===== config.mk =====
export PLATFORM = sky130hd
export DESIGN_NAME = uart_rx_deframer
export DESIGN_NICKNAME = d
export VERILOG_FILES = /design/src/rtl/uart_rx_deframer.sv
export SDC_FILE = /design/constraint.sdc
export NUM_CORES = 1
export LEC_CHECK = 0
export ABC_AREA = 1
export BUFFER_PORTS_ARGS = -buffer_cell sky130_fd_sc_hd__buf_2
export CAP_MARGIN = 15
export CORE_ASPECT_RATIO = 2
export CORE_UTILIZATION = 36
export DETAILED_ROUTE_END_ITERATION = 6
export PLACE_DENSITY = 0.55
export SLEW_MARGIN = 20
export SYNTH_ARGS = -nofsm -noshare
export SYNTH_HDL_FRONTEND = slang
export SYNTH_SLANG_ARGS = --single-unit

===== constraint.sdc =====
create_clock -name i_clk -period 1.5 [get_ports i_clk]
set_clock_uncertainty 0.1 [all_clocks]
set_input_delay 0 -clock i_clk [delete_from_list [all_inputs] [get_ports i_clk]]
set_output_delay 0 -clock i_clk [all_outputs]
set_load 0.02 [all_outputs]

===== src/rtl/uart_rx_deframer.sv =====
// UART receive deframer: 2-flop sync, mid-bit sampling, 8N1 frames.
// Define UART_RX_PARITY_EN to add an even-parity bit and o_parity_err.
module uart_rx_deframer #(
  parameter int CLKS_PER_BIT = 16
) (
  input  logic       i_clk,
  input  logic       i_rst,
  input  logic       i_rx,
  output logic [7:0] o_dout,
  output logic       o_rx_done,
  output logic       o_frame_err,
`ifdef UART_RX_PARITY_EN
  output logic       o_parity_err,
`endif
  output logic       o_busy
);

  localparam int CW = $clog2(CLKS_PER_BIT);
  localparam logic [CW-1:0] TICK_V = CW'(CLKS_PER_BIT - 1);
  localparam logic [CW-1:0] HALF_V = CW'(CLKS_PER_BIT / 2 - 1);

  localparam logic [2:0] S_IDLE   = 3'd0;
  localparam logic [2:0] S_START  = 3'd1;
  localparam logic [2:0] S_DATA   = 3'd2;
  localparam logic [2:0] S_STOP   = 3'd4;
`ifdef UART_RX_PARITY_EN
  localparam logic [2:0] S_PARITY = 3'd3;
`endif

  logic [2:0]    state;
  logic [CW-1:0] cnt;
  logic [2:0]    bit_idx;
  logic [7:0]    shreg;
  logic          sync1;
  logic          rx_s;
  logic          rx_prev;
  logic          tick;
  logic          good_par;

  assign tick   = (cnt == TICK_V);
  assign o_busy = (state != S_IDLE);

`ifdef UART_RX_PARITY_EN
  logic par_bit;
  assign good_par = ~^{shreg, par_bit};
`else
  assign good_par = 1'b1;
`endif

  always_ff @(posedge i_clk) begin
    if (i_rst) begin
      state       <= S_IDLE;
      cnt         <= '0;
      bit_idx     <= '0;
      shreg       <= '0;
      sync1       <= 1'b1;
      rx_s        <= 1'b1;
      rx_prev     <= 1'b1;
      o_dout      <= 8'h00;
      o_rx_done   <= 1'b0;
      o_frame_err <= 1'b0;
`ifdef UART_RX_PARITY_EN
      par_bit      <= 1'b0;
      o_parity_err <= 1'b0;
`endif
    end else begin
      sync1       <= i_rx;
      rx_s        <= sync1;
      rx_prev     <= rx_s;
      o_rx_done   <= 1'b0;
      o_frame_err <= 1'b0;
`ifdef UART_RX_PARITY_EN
      o_parity_err <= 1'b0;
`endif
      case (state)
        S_IDLE: begin
          cnt <= '0;
          if (rx_prev && !rx_s) state <= S_START;
        end
        S_START: begin
          if (cnt == HALF_V) begin
            cnt     <= '0;
            bit_idx <= '0;
            state   <= rx_s ? S_IDLE : S_DATA;
          end else begin
            cnt <= cnt + 1'b1;
          end
        end
        S_DATA: begin
          cnt <= tick ? '0 : cnt + 1'b1;
          if (tick) begin
            shreg   <= {rx_s, shreg[7:1]};
            bit_idx <= bit_idx + 1'b1;
`ifdef UART_RX_PARITY_EN
            if (bit_idx == 3'd7) state <= S_PARITY;
`else
            if (bit_idx == 3'd7) state <= S_STOP;
`endif
          end
        end
`ifdef UART_RX_PARITY_EN
        S_PARITY: begin
          cnt <= tick ? '0 : cnt + 1'b1;
          if (tick) begin
            par_bit <= rx_s;
            state   <= S_STOP;
          end
        end
`endif
        S_STOP: begin
          cnt <= tick ? '0 : cnt + 1'b1;
          // leave mid stop bit so a following start edge is not missed
          if (tick) begin
            state <= S_IDLE;
            if (!rx_s) begin
              o_frame_err <= 1'b1;
            end else if (good_par) begin
              o_dout    <= shreg;
              o_rx_done <= 1'b1;
            end else begin
`ifdef UART_RX_PARITY_EN
              o_parity_err <= 1'b1;
`endif
            end
          end
        end
        default: state <= S_IDLE;
      endcase
    end
  end

endmodule


==> metrics.csv <==
stage;metric;value;unit
critical_path;crit_arrival;1.53;ns
cts;cts_buffer_depth;2;
critical_path;slowest_stage;dlygate4sd3_1;
critical_path;r2r_slack;0.07;ns
global_routing;grtUsageTotal;17.5;%
critical_path;cp-start-kind;input port;
global_routing;first_global_vias;1216;
critical_path;endpoint_kind;register;
placed_design;placed_cell_area;1470;µm²
cts;htreeDepth;2;
floorplanning;design.core.area;3420;µm²
layout;drive_gt1_share;28.3;%
logic_synthesis;synth_seq_cells;31;
placed_design;gp_congestion;0.838;
run;cap_violations;0;
route;wirelength;3.01;mm
placed_design;dp_hpwl;2.22;mm
critical_path;max_stage_delay;0.55;ns
global_routing;antenna_found_initial;0;
global_routing;met3_usage;3.32;%
route;wl_per_cell;11.9;µm
logic_synthesis;avgSynthCellArea;7.45;µm²
sta;rsz0062_at_grt;true;
floorplanning;rows;30;
layout;nFillCells;353;
cts;cts_tree;yes;
hold_path;hp-class;register to register;
sta;hold_viol;0;
pwr;peakVddDrop;0.00117;V
pwr;power_density;1460;nW/µm²
layout;diodes;0;
cts;clk_pin_slew;0.07;ns
logic_synthesis;syn_inst;175;
route;drt_pass1_iterations;4;
sta;worst_pin_slew;0.229;ns
hold_path;whs_path_depth;1;
floorplanning;io_pins;14;
sta;relSlewSlack;84.7;%
logic_synthesis;syn_nets;181;
sta;slew_viol_final;0;
cts;clk_latency;0.28;ns
route;first_iter_violations;8;
logic_synthesis;yosysSeqAreaShare;47.6;%
critical_path;path_cells;dlygate4sd3_1 > buf_6 > or2_2 > dlygate4sd3_1;
critical_path;crit_required;1.57;ns
sta;fmax;683;MHz
global_routing;grt_pass1_wl;5.00;mm
floorplanning;die_x;44.6;µm
floorplanning;die_area;3880;µm²
sta;finalSetupViolations;0;
route;drc;0;
floorplanning;fp.dieH;87.1;µm
global_routing;met1_usage;17.2;%
global_routing;overflow;0;
critical_path;path_max_fanout;8;
layout;area.growth.synth_to_final;28.7;%
hold_path;min_from;sync1;
status;status;complete, no violations;
hold_path;holdPathEnd;rx_s;
cts;cts_root_buf;clkbuf_8;
logic_synthesis;ys_types;23;
critical_path;criticalPathCategory;input port to register;
pwr;power.leakage;0.000822;µW
critical_path;reg2reg_from;cnt[0];
layout;fin_nets;210;
critical_path;crit_top_cell;dlygate4sd3_1;
route;vias_per_cell;4.69;
sta;post-route-min-period;1.46;ns
critical_path;worstReg2RegEnd;o_dout[0];
route;antenna_left;0;
cts;clkSinkCount;31;
sta;final.setup.tns;0;ns
route;vias;1187;
logic_synthesis;ys_warn_count;0;
layout;fin_area;1680;µm²
sta;fin_crit_sh;97.7;%
global_routing;busiest_layer;met2;
global_routing;grt_start_max_net_pins;14;
floorplanning;start_util;38.2;%
placed_design;numPortBuffers;13;
global_routing;use_met2;31.6;%
logic_synthesis;syn_area;1300;µm²
critical_path;r2r_cells;6;
critical_path;critPathTopFamily;buffers and inverters;
cts;cts_buffers;5;
critical_path;path_buf_inv;3;
-- layout by cell type, fill, tap and decap left out, drive strengths merged --
master,synthesis,routed
clkinv,0,1
buf,1,22
nor3,3,3
clkbuf,2,7
dfxtp,31,31
dlygate4sd3,0,3
a21oi,5,5
nor2,46,46
nand3b,1,1
or2,2,2
o211ai,1,1
o21bai,1,1
nand3,11,11
nand2,33,33
inv,16,16
o21ai,19,19
ha,3,3
-- worst reg2reg max path: stages, from the launching register on --
cell and delay [ns]:
dfxtp_2 0.36, ha_4 0.17, nand3_4 0.13, nor3_4 0.26, buf_4 0.18, o21ai_0 0.08, nor2_1 0.09
-- synthesized netlist by cell type --
cell	number	area share (%)
a21oi_1	5	1.9
buf_4	1	0.58
clkbuf_1	2	0.58
dfxtp_1	31	48
ha_1	3	2.9
inv_1	12	3.5
inv_2	4	1.2
nand2_1	31	8.9
nand2_2	2	0.96
nand3_1	9	3.5
nand3_2	2	1.5
nand3b_1	1	0.58
nor2_1	41	12
nor2_2	4	1.9
nor2_4	1	0.86
nor3_1	1	0.38
nor3_2	1	0.77
nor3_4	1	1.2
o211ai_1	1	0.58
o21ai_0	15	5.8
o21ai_1	4	1.5
o21bai_1	1	0.58
or2_2	2	0.96
-- per-stage QoR --
stage	hold slack (ns)	setup slack (ns)	cells	power (µW)	utilization, %
floorplan	-0.0309	0.0623	175	1520	-
global placement	0.0870	0.0193	241	1670	43.2
detailed placement	0.0867	-0.0384	241	1700	43.2
CTS	0.317	-0.00315	252	2350	46.8
global route	0.341	-0.0407	253	2620	49.1
finish	0.315	0.0351	253	2450	49.1
-- metal layers --
layer / vias up / routed length [µm]
met3: 9 / 54
met4: 0 / 104
met5: - / 0
met2: 17 / 1670
li1: 615 / -
met1: 546 / 1180
-- kinds of logic after synthesis --
group | synth area share [%]
flip-flops | 47.6
AND/OR/NAND/NOR | 33.4
adder cells (fa/ha/maj) | 2.88
AO/OA/AOI/OAI | 10.4
buffers and inverters | 5.76
-- final cells by class --
type / count / area (µm²) / area share [%]
multi-input combinational: 125 / 678 / 40.4
sequential: 31 / 629 / 37.5
timing repair buffer: 25 / 169 / 10.1
clock buffer: 7 / 76.3 / 4.55
inverter: 16 / 60.1 / 3.58
tap: 48 / 60.1 / 3.58
clock inverter: 1 / 5.00 / 0.298
-- registers in the layout (all words and copies together) (netlist names) --
signal	flops
o_dout	8
shreg	8
cnt	4
bit_idx	3
state	3
o_frame_err	1
o_rx_done	1
rx_prev	1
rx_s	1
sync1	1
-- power by group --
group          total (µW)  switching (µW)  leakage, µW  internal, µW
logic                 838             530     0.000526           308
registers             982            88.3     0.000253           893
clock network         628             303    0.0000422           325
-- worst max-delay path by stage --
stage	end	cells past startpoint	startpoint	slack, ns
2_1_floorplan	o_dout[0]	6	cnt[0]	0.06
3_3_place_gp	state[1]	8	cnt[1]	0.02
3_5_place_dp	state[0]	8	cnt[1]	-0.04
4_1_cts	state[0]	8	cnt[1]	-0.003
5_1_grt	o_dout[6]	6	cnt[0]	-0.04
6_report	sync1	4	i_rst	0.04
-- repair_timing --
| action | 4_1_cts | 5_1_grt |
|---|---|---|
| hold buffers | 3 | 0 |
| endpoints found under the hold margin | 7 | 0 |
| resized for setup | 4 | 19 |
| buffers inserted | 0 | 1 |
| pin swaps | 1 | 6 |
| endpoints found under the setup margin | 13 | 26 |
| gates cloned | 0 | 0 |
(Power assumes the default switching activity.)
